$ cat src/rtl/pipe_pkg.sv
// Shared types for the RV32I pipeline: datapath widths, ALU opcode encoding
// ({funct7[5],funct3}) and the EX operand-select enums.
package pipe_pkg;

  localparam int XLEN   = 32;
  localparam int REG_AW = 5;

  typedef enum logic [3:0] {
    ALU_ADD  = 4'b0000,
    ALU_SUB  = 4'b1000,
    ALU_SLL  = 4'b0001,
    ALU_SLT  = 4'b0010,
    ALU_SLTU = 4'b0011,
    ALU_XOR  = 4'b0100,
    ALU_SRL  = 4'b0101,
    ALU_SRA  = 4'b1101,
    ALU_OR   = 4'b0110,
    ALU_AND  = 4'b0111
  } alu_op_t;

  typedef enum logic {
    A_SEL_RS1 = 1'b0,
    A_SEL_PC  = 1'b1
  } a_sel_t;

  typedef enum logic {
    B_SEL_RS2 = 1'b0,
    B_SEL_IMM = 1'b1
  } b_sel_t;

endpackage

$ cat src/rtl/ex_operand_stage_if.sv
// ID -> EX handshake and decoded-instruction bus. The ID stage is the master;
// the EX operand stage is the slave and returns id_ready.
interface ex_operand_stage_if;
  import pipe_pkg::*;

  logic              id_valid;
  logic              id_ready;
  logic [XLEN-1:0]   id_pc;
  logic [XLEN-1:0]   id_rs1_data;
  logic [XLEN-1:0]   id_rs2_data;
  logic [XLEN-1:0]   id_imm;
  logic [REG_AW-1:0] id_rs1_addr;
  logic [REG_AW-1:0] id_rs2_addr;
  logic [REG_AW-1:0] id_rd_addr;
  logic [3:0]        id_alu_op;
  logic              id_a_sel;
  logic              id_b_sel;
  logic              id_reg_we;

  modport master (
    output id_valid, id_pc, id_rs1_data, id_rs2_data, id_imm,
           id_rs1_addr, id_rs2_addr, id_rd_addr, id_alu_op,
           id_a_sel, id_b_sel, id_reg_we,
    input  id_ready
  );

  modport slave (
    input  id_valid, id_pc, id_rs1_data, id_rs2_data, id_imm,
           id_rs1_addr, id_rs2_addr, id_rd_addr, id_alu_op,
           id_a_sel, id_b_sel, id_reg_we,
    output id_ready
  );

endinterface

$ cat src/rtl/ex_operand_stage_fwd_mux.sv
// Per-source operand bypass: MEM result beats WB result, x0 never bypassed.
// Bypass is compiled in only when EX_FORWARD_EN is defined.
module ex_operand_stage_fwd_mux
  import pipe_pkg::*;
(
  input  logic [REG_AW-1:0] src_addr,
  input  logic [XLEN-1:0]   reg_data,
  input  logic [REG_AW-1:0] mem_rd_addr,
  input  logic              mem_reg_we,
  input  logic [XLEN-1:0]   mem_result,
  input  logic [REG_AW-1:0] wb_rd_addr,
  input  logic              wb_reg_we,
  input  logic [XLEN-1:0]   wb_result,
  output logic [XLEN-1:0]   fwd_data
);

`ifdef EX_FORWARD_EN
  localparam bit FWD_EN = 1'b1;
`else
  localparam bit FWD_EN = 1'b0;
`endif

  logic src_live_s;
  logic mem_hit_s;
  logic wb_hit_s;

  assign src_live_s = (src_addr != {REG_AW{1'b0}});
  assign mem_hit_s  = FWD_EN && src_live_s && mem_reg_we && (mem_rd_addr == src_addr);
  assign wb_hit_s   = FWD_EN && src_live_s && wb_reg_we && (wb_rd_addr == src_addr);

  // Youngest producer wins: MEM holds a later instruction than WB.
  always_comb begin
    fwd_data = reg_data;
    if (mem_hit_s) begin
      fwd_data = mem_result;
    end else if (wb_hit_s) begin
      fwd_data = wb_result;
    end else begin
      fwd_data = reg_data;
    end
  end

endmodule

$ cat src/rtl/ex_operand_stage.sv
// ID/EX pipeline register and ALU operand select for the 5-stage RV32I core.
// Optional operand bypass from MEM/WB is enabled by defining EX_FORWARD_EN.
module ex_operand_stage
  import pipe_pkg::*;
(
  input  logic                 clk,
  input  logic                 rst_n,
  ex_operand_stage_if.slave    id_bus,
  input  logic                 flush,
  input  logic                 ex_stall,
  input  logic [REG_AW-1:0]    mem_rd_addr,
  input  logic                 mem_reg_we,
  input  logic [XLEN-1:0]      mem_result,
  input  logic [REG_AW-1:0]    wb_rd_addr,
  input  logic                 wb_reg_we,
  input  logic [XLEN-1:0]      wb_result,
  output logic                 ex_valid,
  output logic [XLEN-1:0]      alu_a,
  output logic [XLEN-1:0]      alu_b,
  output alu_op_t              alu_op,
  output logic [REG_AW-1:0]    ex_rd_addr,
  output logic                 ex_reg_we,
  output logic [XLEN-1:0]      ex_store_data
);

  logic              valid_r;
  logic [XLEN-1:0]   pc_r;
  logic [XLEN-1:0]   rs1_data_r;
  logic [XLEN-1:0]   rs2_data_r;
  logic [XLEN-1:0]   imm_r;
  logic [REG_AW-1:0] rs1_addr_r;
  logic [REG_AW-1:0] rs2_addr_r;
  logic [REG_AW-1:0] rd_addr_r;
  alu_op_t           alu_op_r;
  a_sel_t            a_sel_r;
  b_sel_t            b_sel_r;
  logic              reg_we_r;

  logic [XLEN-1:0]   fwd_rs1_s;
  logic [XLEN-1:0]   fwd_rs2_s;

  assign id_bus.id_ready = !ex_stall;

  ex_operand_stage_fwd_mux u_fwd_rs1 (
    .src_addr    (rs1_addr_r),
    .reg_data    (rs1_data_r),
    .mem_rd_addr (mem_rd_addr),
    .mem_reg_we  (mem_reg_we),
    .mem_result  (mem_result),
    .wb_rd_addr  (wb_rd_addr),
    .wb_reg_we   (wb_reg_we),
    .wb_result   (wb_result),
    .fwd_data    (fwd_rs1_s)
  );

  ex_operand_stage_fwd_mux u_fwd_rs2 (
    .src_addr    (rs2_addr_r),
    .reg_data    (rs2_data_r),
    .mem_rd_addr (mem_rd_addr),
    .mem_reg_we  (mem_reg_we),
    .mem_result  (mem_result),
    .wb_rd_addr  (wb_rd_addr),
    .wb_reg_we   (wb_reg_we),
    .wb_result   (wb_result),
    .fwd_data    (fwd_rs2_s)
  );

  // ID/EX register bank. During a stall the source operands re-capture their
  // bypassed value so a producer retiring out of MEM/WB is not lost.
  always_ff @(posedge clk or negedge rst_n) begin
    if (!rst_n) begin
      valid_r    <= 1'b0;
      pc_r       <= {XLEN{1'b0}};
      rs1_data_r <= {XLEN{1'b0}};
      rs2_data_r <= {XLEN{1'b0}};
      imm_r      <= {XLEN{1'b0}};
      rs1_addr_r <= {REG_AW{1'b0}};
      rs2_addr_r <= {REG_AW{1'b0}};
      rd_addr_r  <= {REG_AW{1'b0}};
      alu_op_r   <= ALU_ADD;
      a_sel_r    <= A_SEL_RS1;
      b_sel_r    <= B_SEL_RS2;
      reg_we_r   <= 1'b0;
    end else if (flush) begin
      valid_r    <= 1'b0;
    end else if (ex_stall) begin
      rs1_data_r <= fwd_rs1_s;
      rs2_data_r <= fwd_rs2_s;
    end else begin
      valid_r    <= id_bus.id_valid;
      pc_r       <= id_bus.id_pc;
      rs1_data_r <= id_bus.id_rs1_data;
      rs2_data_r <= id_bus.id_rs2_data;
      imm_r      <= id_bus.id_imm;
      rs1_addr_r <= id_bus.id_rs1_addr;
      rs2_addr_r <= id_bus.id_rs2_addr;
      rd_addr_r  <= id_bus.id_rd_addr;
      alu_op_r   <= alu_op_t'(id_bus.id_alu_op);
      a_sel_r    <= a_sel_t'(id_bus.id_a_sel);
      b_sel_r    <= b_sel_t'(id_bus.id_b_sel);
      reg_we_r   <= id_bus.id_reg_we;
    end
  end

  // ALU operand muxes; store data always takes the bypassed rs2.
  always_comb begin
    alu_a = fwd_rs1_s;
    alu_b = fwd_rs2_s;
    case (a_sel_r)
      A_SEL_PC:  alu_a = pc_r;
      A_SEL_RS1: alu_a = fwd_rs1_s;
      default:   alu_a = fwd_rs1_s;
    endcase
    case (b_sel_r)
      B_SEL_IMM: alu_b = imm_r;
      B_SEL_RS2: alu_b = fwd_rs2_s;
      default:   alu_b = fwd_rs2_s;
    endcase
  end

  assign ex_valid      = valid_r;
  assign alu_op        = alu_op_r;
  assign ex_rd_addr    = rd_addr_r;
  assign ex_reg_we     = reg_we_r & valid_r;
  assign ex_store_data = fwd_rs2_s;

endmodule
$ cat src/flat_wrapper.sv
// flat-port wrapper written by rule: the top's interface ports become plain ports
module ex_operand_stage_flat import pipe_pkg::*;
  (clk, rst_n, flush, ex_stall, mem_rd_addr, mem_reg_we, mem_result, wb_rd_addr, wb_reg_we, wb_result, ex_valid, alu_a, alu_b, alu_op, ex_rd_addr, ex_reg_we, ex_store_data, id_bus_id_valid, id_bus_id_pc, id_bus_id_rs1_data, id_bus_id_rs2_data, id_bus_id_imm, id_bus_id_rs1_addr, id_bus_id_rs2_addr, id_bus_id_rd_addr, id_bus_id_alu_op, id_bus_id_a_sel, id_bus_id_b_sel, id_bus_id_reg_we, id_bus_id_ready);
  ex_operand_stage_if id_bus_i ();
  input  logic clk;
  input  logic rst_n;
  input  logic flush;
  input  logic ex_stall;
  input  logic [REG_AW-1:0] mem_rd_addr;
  input  logic mem_reg_we;
  input  logic [XLEN-1:0] mem_result;
  input  logic [REG_AW-1:0] wb_rd_addr;
  input  logic wb_reg_we;
  input  logic [XLEN-1:0] wb_result;
  output logic ex_valid;
  output logic [XLEN-1:0] alu_a;
  output logic [XLEN-1:0] alu_b;
  output alu_op_t alu_op;
  output logic [REG_AW-1:0] ex_rd_addr;
  output logic ex_reg_we;
  output logic [XLEN-1:0] ex_store_data;
  input wire logic [$bits(id_bus_i.id_valid)-1:0] id_bus_id_valid;
  input wire logic [$bits(id_bus_i.id_pc)-1:0] id_bus_id_pc;
  input wire logic [$bits(id_bus_i.id_rs1_data)-1:0] id_bus_id_rs1_data;
  input wire logic [$bits(id_bus_i.id_rs2_data)-1:0] id_bus_id_rs2_data;
  input wire logic [$bits(id_bus_i.id_imm)-1:0] id_bus_id_imm;
  input wire logic [$bits(id_bus_i.id_rs1_addr)-1:0] id_bus_id_rs1_addr;
  input wire logic [$bits(id_bus_i.id_rs2_addr)-1:0] id_bus_id_rs2_addr;
  input wire logic [$bits(id_bus_i.id_rd_addr)-1:0] id_bus_id_rd_addr;
  input wire logic [$bits(id_bus_i.id_alu_op)-1:0] id_bus_id_alu_op;
  input wire logic [$bits(id_bus_i.id_a_sel)-1:0] id_bus_id_a_sel;
  input wire logic [$bits(id_bus_i.id_b_sel)-1:0] id_bus_id_b_sel;
  input wire logic [$bits(id_bus_i.id_reg_we)-1:0] id_bus_id_reg_we;
  output wire logic [$bits(id_bus_i.id_ready)-1:0] id_bus_id_ready;
  assign id_bus_i.id_valid = id_bus_id_valid;
  assign id_bus_i.id_pc = id_bus_id_pc;
  assign id_bus_i.id_rs1_data = id_bus_id_rs1_data;
  assign id_bus_i.id_rs2_data = id_bus_id_rs2_data;
  assign id_bus_i.id_imm = id_bus_id_imm;
  assign id_bus_i.id_rs1_addr = id_bus_id_rs1_addr;
  assign id_bus_i.id_rs2_addr = id_bus_id_rs2_addr;
  assign id_bus_i.id_rd_addr = id_bus_id_rd_addr;
  assign id_bus_i.id_alu_op = id_bus_id_alu_op;
  assign id_bus_i.id_a_sel = id_bus_id_a_sel;
  assign id_bus_i.id_b_sel = id_bus_id_b_sel;
  assign id_bus_i.id_reg_we = id_bus_id_reg_we;
  assign id_bus_id_ready = id_bus_i.id_ready;
  ex_operand_stage u_core (.clk(clk), .rst_n(rst_n), .id_bus(id_bus_i), .flush(flush), .ex_stall(ex_stall), .mem_rd_addr(mem_rd_addr), .mem_reg_we(mem_reg_we), .mem_result(mem_result), .wb_rd_addr(wb_rd_addr), .wb_reg_we(wb_reg_we), .wb_result(wb_result), .ex_valid(ex_valid), .alu_a(alu_a), .alu_b(alu_b), .alu_op(alu_op), .ex_rd_addr(ex_rd_addr), .ex_reg_we(ex_reg_we), .ex_store_data(ex_store_data));
endmodule
$ cat config.mk
export PLATFORM = sky130hd
export DESIGN_NAME = ex_operand_stage_flat
export DESIGN_NICKNAME = d
export VERILOG_FILES = /design/src/rtl/pipe_pkg.sv /design/src/rtl/ex_operand_stage_if.sv /design/src/rtl/ex_operand_stage_fwd_mux.sv /design/src/rtl/ex_operand_stage.sv /design/src/flat_wrapper.sv
export SDC_FILE = /design/constraint.sdc
export NUM_CORES = 1
export LEC_CHECK = 0
export ABC_AREA = 1
export ABC_CLOCK_PERIOD_IN_PS = 1400
export CORE_MARGIN = 10
export CORE_UTILIZATION = 40
export DETAILED_ROUTE_END_ITERATION = 16
export DONT_BUFFER_PORTS = 1
export PLACE_DENSITY_LB_ADDON = 0.1
export SYNTH_ARGS = -nofsm -noshare
export SYNTH_HDL_FRONTEND = slang
export SYNTH_SLANG_ARGS = --single-unit
export TNS_END_PERCENT = 1
$ cat constraint.sdc
create_clock -name clk -period 1.4 [get_ports clk]
set_input_delay 0.35 -clock clk [delete_from_list [all_inputs] [get_ports clk]]
set_output_delay 0.35 -clock clk [all_outputs]
set_load 0.005 [all_outputs]
---- Yosys cells after proc, flatten, opt, wreduce, memory -nomap -nowiden ----
Cells that the tools add are included.
storage, ports and cells
  output and inout bits ................... 108
  word-level logic and storage cells ...... 22
  RAM bits ................................ 0
  memories ................................ 0
  latch bits .............................. 0
  ROM bits ................................ 0
  flip-flop bits (word level) ............. 141
  bits of input ports ..................... 231
cells by class
  multipliers ............................. 0
  div/mod/pow operators ................... 0
  shift-type cells ........................ 0
  add/subtract/negate cells ............... 0
  bitwise operators ....................... 5
  mux-type cells .......................... 4
  $lt $le $gt $ge ......................... 0
  reductions and logical operators ........ 2
  eq/ne operators ......................... 1
operators with widths
  operator                                count
  32-bit one-hot mux with 2 select lines  2
  1-bit inverter                          4
  1-bit two-way mux                       2
  2-bit != test, second input constant    1
  2-bit AND reduction                     1
  1-bit bitwise AND                       1
  1-bit logical NOT                       1

---- Logic depth before layout (Yosys ltp) ----
Gate-level depths: netlist (run 1).
  depth after elaboration ................. 2
  depth in mapped cells ................... 7
  depth with buffers taken out ............ 3

---- Modules after synthesis ----
Synthesis (run 1) repeated with hierarchy kept, for this count alone.
unflattened totals
  cell total of the unflattened synthesis .. 928
  area, all modules ....................... 7,448.4 um^2
modules (own cells, without submodules)
  module                    sequential area each (um^2)  cells an instance  area each (um^2)  instances
  ex_operand_stage          3,778.6                      864                6,967.9           1
  ex_operand_stage_fwd_mux  0.0                          32                 240.2             2

---- Worst setup path after synthesis (run 1) ----
OpenSTA, ideal clock, no wires.
  path kind ............................... reg-to-output
  start point ............................. register u_core.a_sel_r
  end point ............................... output port alu_a[10]
  data required time ...................... 1,050 ps
  path buffers ............................ 2
  arrival time ............................ 895 ps
  cell stages (with the launch flop) ...... 5
  path slack .............................. 155 ps
  path through ............................ dfrtp_1 -> buf_2 -> clkbuf_1 -> nand2_1 -> o21ai_0
between the ends
  longest elaborated chain between the ends .. 2
RTL lines
  element                                     line                     text
  start, declared                             ex_operand_stage.sv:35   a_sel_t a_sel_r;
  start signal, assigned                      ex_operand_stage.sv:99   a_sel_r <= a_sel_t'(id_bus.id_a_sel);
  1-bit inverter                              ex_operand_stage.sv:109  case (a_sel_r)
  32-bit one-hot mux with 2 select lines (*)  ex_operand_stage.sv:109
  end, declared                               flat_wrapper.sv:16       output logic [XLEN-1:0] alu_a;
Mark *: on every way between the ends. The rest lies on a longest branch, timed or not.

---- Worst setup path in the final report (run 1) ----
  start point ............................. register u_core.b_sel_r
  end point ............................... output port alu_b[24]
between the ends
  longest elaborated chain between the ends .. 2
RTL lines
  element                                     line                     text
  start, declared                             ex_operand_stage.sv:36   b_sel_t b_sel_r;
  start signal, assigned                      ex_operand_stage.sv:100  b_sel_r <= b_sel_t'(id_bus.id_b_sel);
  1-bit inverter                              ex_operand_stage.sv:114  case (b_sel_r)
  32-bit one-hot mux with 2 select lines (*)  ex_operand_stage.sv:114
  end, declared                               flat_wrapper.sv:17       output logic [XLEN-1:0] alu_b;
Marks and branches as above.

==> metrics.cfg, run 1 <==
[routing]
postRouteAntennaNets=0
routedWlPerCell_um=18.6
remaining_drc_errors=0
avgViaCountPerCell=5.13
vias=5326
drt_iter0_markers=283
drt_first_pass_iters=4
wl_mm=19.4

[timing]
clock_skew_ns=0
fmax_mhz=578
rsz0062_at_grt=yes
tightest_slew_ns=0.300
final_hold_viol_count=141
finalCritPeriodShare_pct=124
maxSlewViolCount=0
fin_ws_ns=-0.329
hold_ws_ns=-0.375
fin_crit_ns=1.73
setup_viol=64
max-slew-margin-rel_pct=79.9

[die]
row_count=46
core_um2=15800
num_io_pins=339
die-area_um2=21600
die_x_um=147
die_h_um=147
start_util_pct=40.8

[global_route]
antenna_found_initial=1
grt_max_degree=144
first_global_vias=5476
overflow=0
track_usage_pct=17.6
grt_pass1_wl_mm=30.6

[clocking]
cts_buffers=17
cts_tree=built
clock_path_buffers=2
clk-insertion-delay-late_ns=0.41
htree_levels=4
cts.clk_slew.worst_paths_ns=0.06
clockRootBuffer=clkbuf_16
cts.sinks=141

[cells_and_area]
nNetsFinal=1040
stdcell_count=1038
area_delta_synth_final_pct=18.5
postLayoutCellArea_um2=7650
final_common_cell=nand2_1
n_fill_cell=1554
final_cell_mix=nand2_1 (331), o21ai_0 (140), dfrtp_1 (139), inv_1 (67), o21ai_2 (40)
layout-drive-gt1-share_pct=14.7

[setup_path]
setup.worst_path.start_class=flip-flop
crit_path_end_kind=output port
slowest_stage=dfrtp_2
cp.arrival_ns=1.38
crit_type=reg -> out
critical_path.cell_chain=buf_12 -> buf_16 -> nand2_1 -> o21ai_2
critPathMaxFanout=16
startpoint=u_core.b_sel_r
cp.required_ns=1.05
cpLargestDelayFamily=flip-flops
crit_buf_inv=2
r2r_start=u_core.b_sel_r
cp_slowest_stage_delay_ns=0.48

[yosys]
yosysTopAreaCellShare_pct=54.7
yosysUniqueCellTypes=9
synth_top_area_cell=dfrtp_1
yosys-top-cells-area=dfrtp_1 (55%), nand2_1 (20%), o21ai_0 (16%)
syn_avg_cell_area_um2=7.85
ys_warn_count=0
netlist_area_um2=6450
ys_ff_latch=141
syn_nets=1053
syn_inst=822
ys_seq_area_share_pct=54.7

[pwr]
ir_drop_mv=0.812
powerDensity_nw_per_um2=1510
power_leakage_uw=0.00380

[placement]
numPortBuffers=0
dpl.hpwl_mm=12.8
gp_congestion=0.818
placed_area_um2=6660
dpl.cell_count=1002

[hold_path]
min_path_type=in -> async

[run_status]
status=finished with violations
violations=hold timing, setup timing

[job]
drv_cap=0

metal layers:
layer	vias to the layer above	GRT usage, %	wire length [um]
met5	-	0	0
met4	0	5.85	286
met3	23	7.49	1740
met2	185	27.9	9350
met1	2562	21.2	7980
li1	2556	-	-
per-stage QoR:
stage / util, % / TNS, ns / power [uW] / setup WS (ns)
after detailed placement: 42.1 / -0.000921 / 6310 / -0.000921
after CTS: 48.0 / -18.19 / 11700 / -0.348
after floorplan: - / 0 / 5870 / 0.155
after global routing: 48.3 / -20.38 / 12100 / -0.387
after global placement: 42.1 / 0 / 6250 / 0.00659
final: 48.3 / -15.55 / 11500 / -0.329
final timing paths:
kind / slack (ns) / cells past startpoint / end
max: -0.33 / 4 / alu_b[24]
max in group asynchronous: 1.60 / 0 / u_core.b_sel_r
min in group clk: 0.05 / 2 / u_core.rs2_data_r[20]
max reg2reg: 0.52 / 3 / u_core.b_sel_r
min: -0.38 / 0 / u_core.rs2_data_r[31]
min reg2reg: 0.49 / 2 / u_core.rs1_data_r[26]
synthesized netlist by cell type:
cell      number
clkbuf_1      40
buf_6         12
nand3_1        2
nor2_4         1
dfrtp_1      141
nand2_1      346
o21ai_0      204
buf_2          9
inv_1         67
cell type report:
class / instances / area [um^2] / share of cell area, %
multi-input combinational: 553 / 2580 / 33.8
clock inverter: 10 / 185 / 2.42
antenna: 1 / 2.50 / 0.0327
timing repair buffer: 29 / 352 / 4.60
clock buffer: 21 / 470 / 6.15
tap: 216 / 270 / 3.53
inverter: 67 / 251 / 3.29
sequential: 141 / 3530 / 46.2
cells by family (layout without fill, tap and decap cells):
kind of cell	count (synthesis)	in the layout	share of synthesized area (%)
buffers and inverters	128	127	9.02
other	0	1	0
AO/OA/AOI/OAI	204	204	15.8
AND/OR/NAND/NOR	349	349	20.5
flip-flops	141	141	54.7
sequential cells by signal, summed over array words and instances, names as in the netlist:
| signal | cells |
|---|---|
| u_core.rs1_data_r | 32 |
| u_core.rs2_data_r | 32 |
| u_core.ex_valid | 1 |
| u_core.reg_we_r | 1 |
| u_core.pc_r | 32 |
| u_core.imm_r | 32 |
| u_core.b_sel_r | 1 |
| u_core.alu_op | 4 |
| u_core.a_sel_r | 1 |
| u_core.ex_rd_addr | 5 |
power by group:
part / switching [uW] / internal, uW
logic: 946 / 654
clock network: 1690 / 3300
registers: 355 / 4590
total: 2990 / 8540
repair_timing:
action / 4_1_cts / 5_1_grt
hold endpoints to repair: 141 / 141
resized for setup: 121 / 18
setup buffers: 3 / 0
pin swaps: 9 / 0
gates cloned: 1 / 0
endpoints found under the setup margin: 64 / 64
Power figures use the tool's default switching activity.
==> run 2, diff against run 1 <==
MAX_ROUTING_LAYER = met4   (was not set)
==> run 2 against run 1 <==
Register-to-register slack hardly changed; flip-flop and latch count did not move; die area unchanged; worst hold slack about the same; the run still ends with hold timing, setup timing left; global-route usage is 0.48 points higher; via count hardly changed.
==> metrics.cfg, run 2 (synthesized netlist as in run 1, its figures left out) <==
[run_status]
status=finished with violations
violations=hold timing, setup timing

[die]
row_count=46
die_h_um=147
start_util_pct=40.8
die-area_um2=21600
core_um2=15800
die_x_um=147
num_io_pins=339

[cells_and_area]
area_delta_synth_final_pct=18.4
stdcell_count=1038
final_common_cell=nand2_1
seqCellArea_um2=3530
nNetsFinal=1040
multi_input_comb_area_um2=2570
layout-drive-gt1-share_pct=14.3
n_fill_cell=1559
utilization_pct=48.2
final_cell_mix=nand2_1 (335), o21ai_0 (140), dfrtp_1 (139), inv_1 (67), o21ai_2 (40)

[timing]
maxSlewViolCount=0
fin_ws_ns=-0.319
hold_ws_ns=-0.375
fin_crit_ns=1.72
final_hold_viol_count=141
setup_viol=64
max-slew-margin-rel_pct=79.9
clock_skew_ns=0
fmax_mhz=582
finalCritPeriodShare_pct=123
rsz0062_at_grt=yes
tightest_slew_ns=0.301

[clocking]
clock_path_buffers=2
htree_levels=4
clockRootBuffer=clkbuf_16
cts.clk_slew.worst_paths_ns=0.06
cts_buffers=17
cts.sinks=141
cts_tree=built
clk-insertion-delay-late_ns=0.41

[routing]
remaining_drc_errors=0
drt_first_pass_iters=4
vias=5329
wl_mm=19.3
drt_iter0_markers=283
routedWlPerCell_um=18.6
avgViaCountPerCell=5.13
postRouteAntennaNets=0

[global_route]
first_global_vias=5526
antenna_found_initial=1
grt_pass1_wl_mm=30.4
grt_max_degree=144
track_usage_pct=18.1
overflow=0

[placement]
place_ws_ns=-0.000921
numPortBuffers=0
gp_congestion=0.830
dpl.hpwl_mm=12.8
dpl.cell_count=1002

[setup_path]
r2r_start=u_core.b_sel_r
slowest_stage=dfrtp_2
cp.required_ns=1.05
crit_type=reg -> out
critical_path.cell_chain=buf_12 -> buf_16 -> nand2_1 -> o21ai_2
cp.arrival_ns=1.37
setup.worst_path.start_class=flip-flop
cp_slowest_stage_delay_ns=0.48
critPathMaxFanout=16
r2r_setup_slack_ns=0.52
startpoint=u_core.b_sel_r
crit_path_end_kind=output port

[hold_path]
min_path_type=in -> async

[pwr]
ir_drop_mv=0.817
powerDensity_nw_per_um2=1510
power_leakage_uw=0.00380

[job]
drv_cap=0

==> run 2: cell type report <==
| class | count | area share (%) |
|---|---|---|
| sequential | 141 | 46.2 |
| multi-input combinational | 553 | 33.7 |
| clock buffer | 21 | 6.16 |
| timing repair buffer | 29 | 4.60 |
| tap | 216 | 3.54 |
| inverter | 67 | 3.29 |
| clock inverter | 10 | 2.43 |
| antenna | 1 | 0.0328 |
==> run 2: path summary, 6_finish.rpt <==
kind                                        end  cells after the start
max in group asynchronous        u_core.b_sel_r                      0
max                                   alu_b[24]                      4
min reg2reg                     u_core.pc_r[23]                      2
min in group clk           u_core.ex_rd_addr[4]                      2
max reg2reg                      u_core.b_sel_r                      3
min                        u_core.rs1_data_r[6]                      0
==> run 2: what timing repair did <==
action / in CTS / in global routing
pin swaps: 9 / 0
gates resized for setup: 121 / 14
hold endpoints to repair: 141 / 141
gates cloned: 1 / 0
setup buffers: 3 / 0
setup endpoints to repair: 64 / 64
==> run 2: per-layer routing <==
| layer | track usage, % | vias up | part of all wire (%) |
|---|---|---|---|
| met5 | - | - | 0 |
| met4 | 5.85 | 0 | 1.6 |
| met3 | 6.60 | 25 | 8.1 |
| met2 | 28.2 | 193 | 49 |
| met1 | 21.4 | 2551 | 41 |
| li1 | - | 2560 | - |
==> run 2: power by group <==
group	switching (uW)	total, uW	internal (uW)
clock	1690	4990	3300
sequential	352	4940	4590
combinational	941	1590	652
==> run 2: through the flow <==
stage          total power [uW]  instance area, um^2  hold WS, ns   TNS [ns]
3_5_place_dp               6310                 6660       0.0596  -0.000921
3_3_place_gp               6250                 6660       0.0596          0
2_1_floorplan              5870                 6450       0.0544          0
5_1_grt                   12100                 7640       -0.396     -20.35
6_report                  11500                 7640       -0.375     -15.60
4_1_cts                   11700                 7590       -0.397     -18.19
==> run 2: critical path, delay by kind of cell, from the launching register on <==
family	cells	cell delay, ns
buffers and inverters	2	0.31
AOI/OAI and AO/OA	1	0.07
DFF	1	0.48
and+or+nand+nor	1	0.09
==> run 3, diff against run 2 <==
ABC_CLOCK_PERIOD_IN_PS = not set   (was 1400)
==> results of run 3 <==
The final DEF is identical to that of run 2; final timing and power are the same.
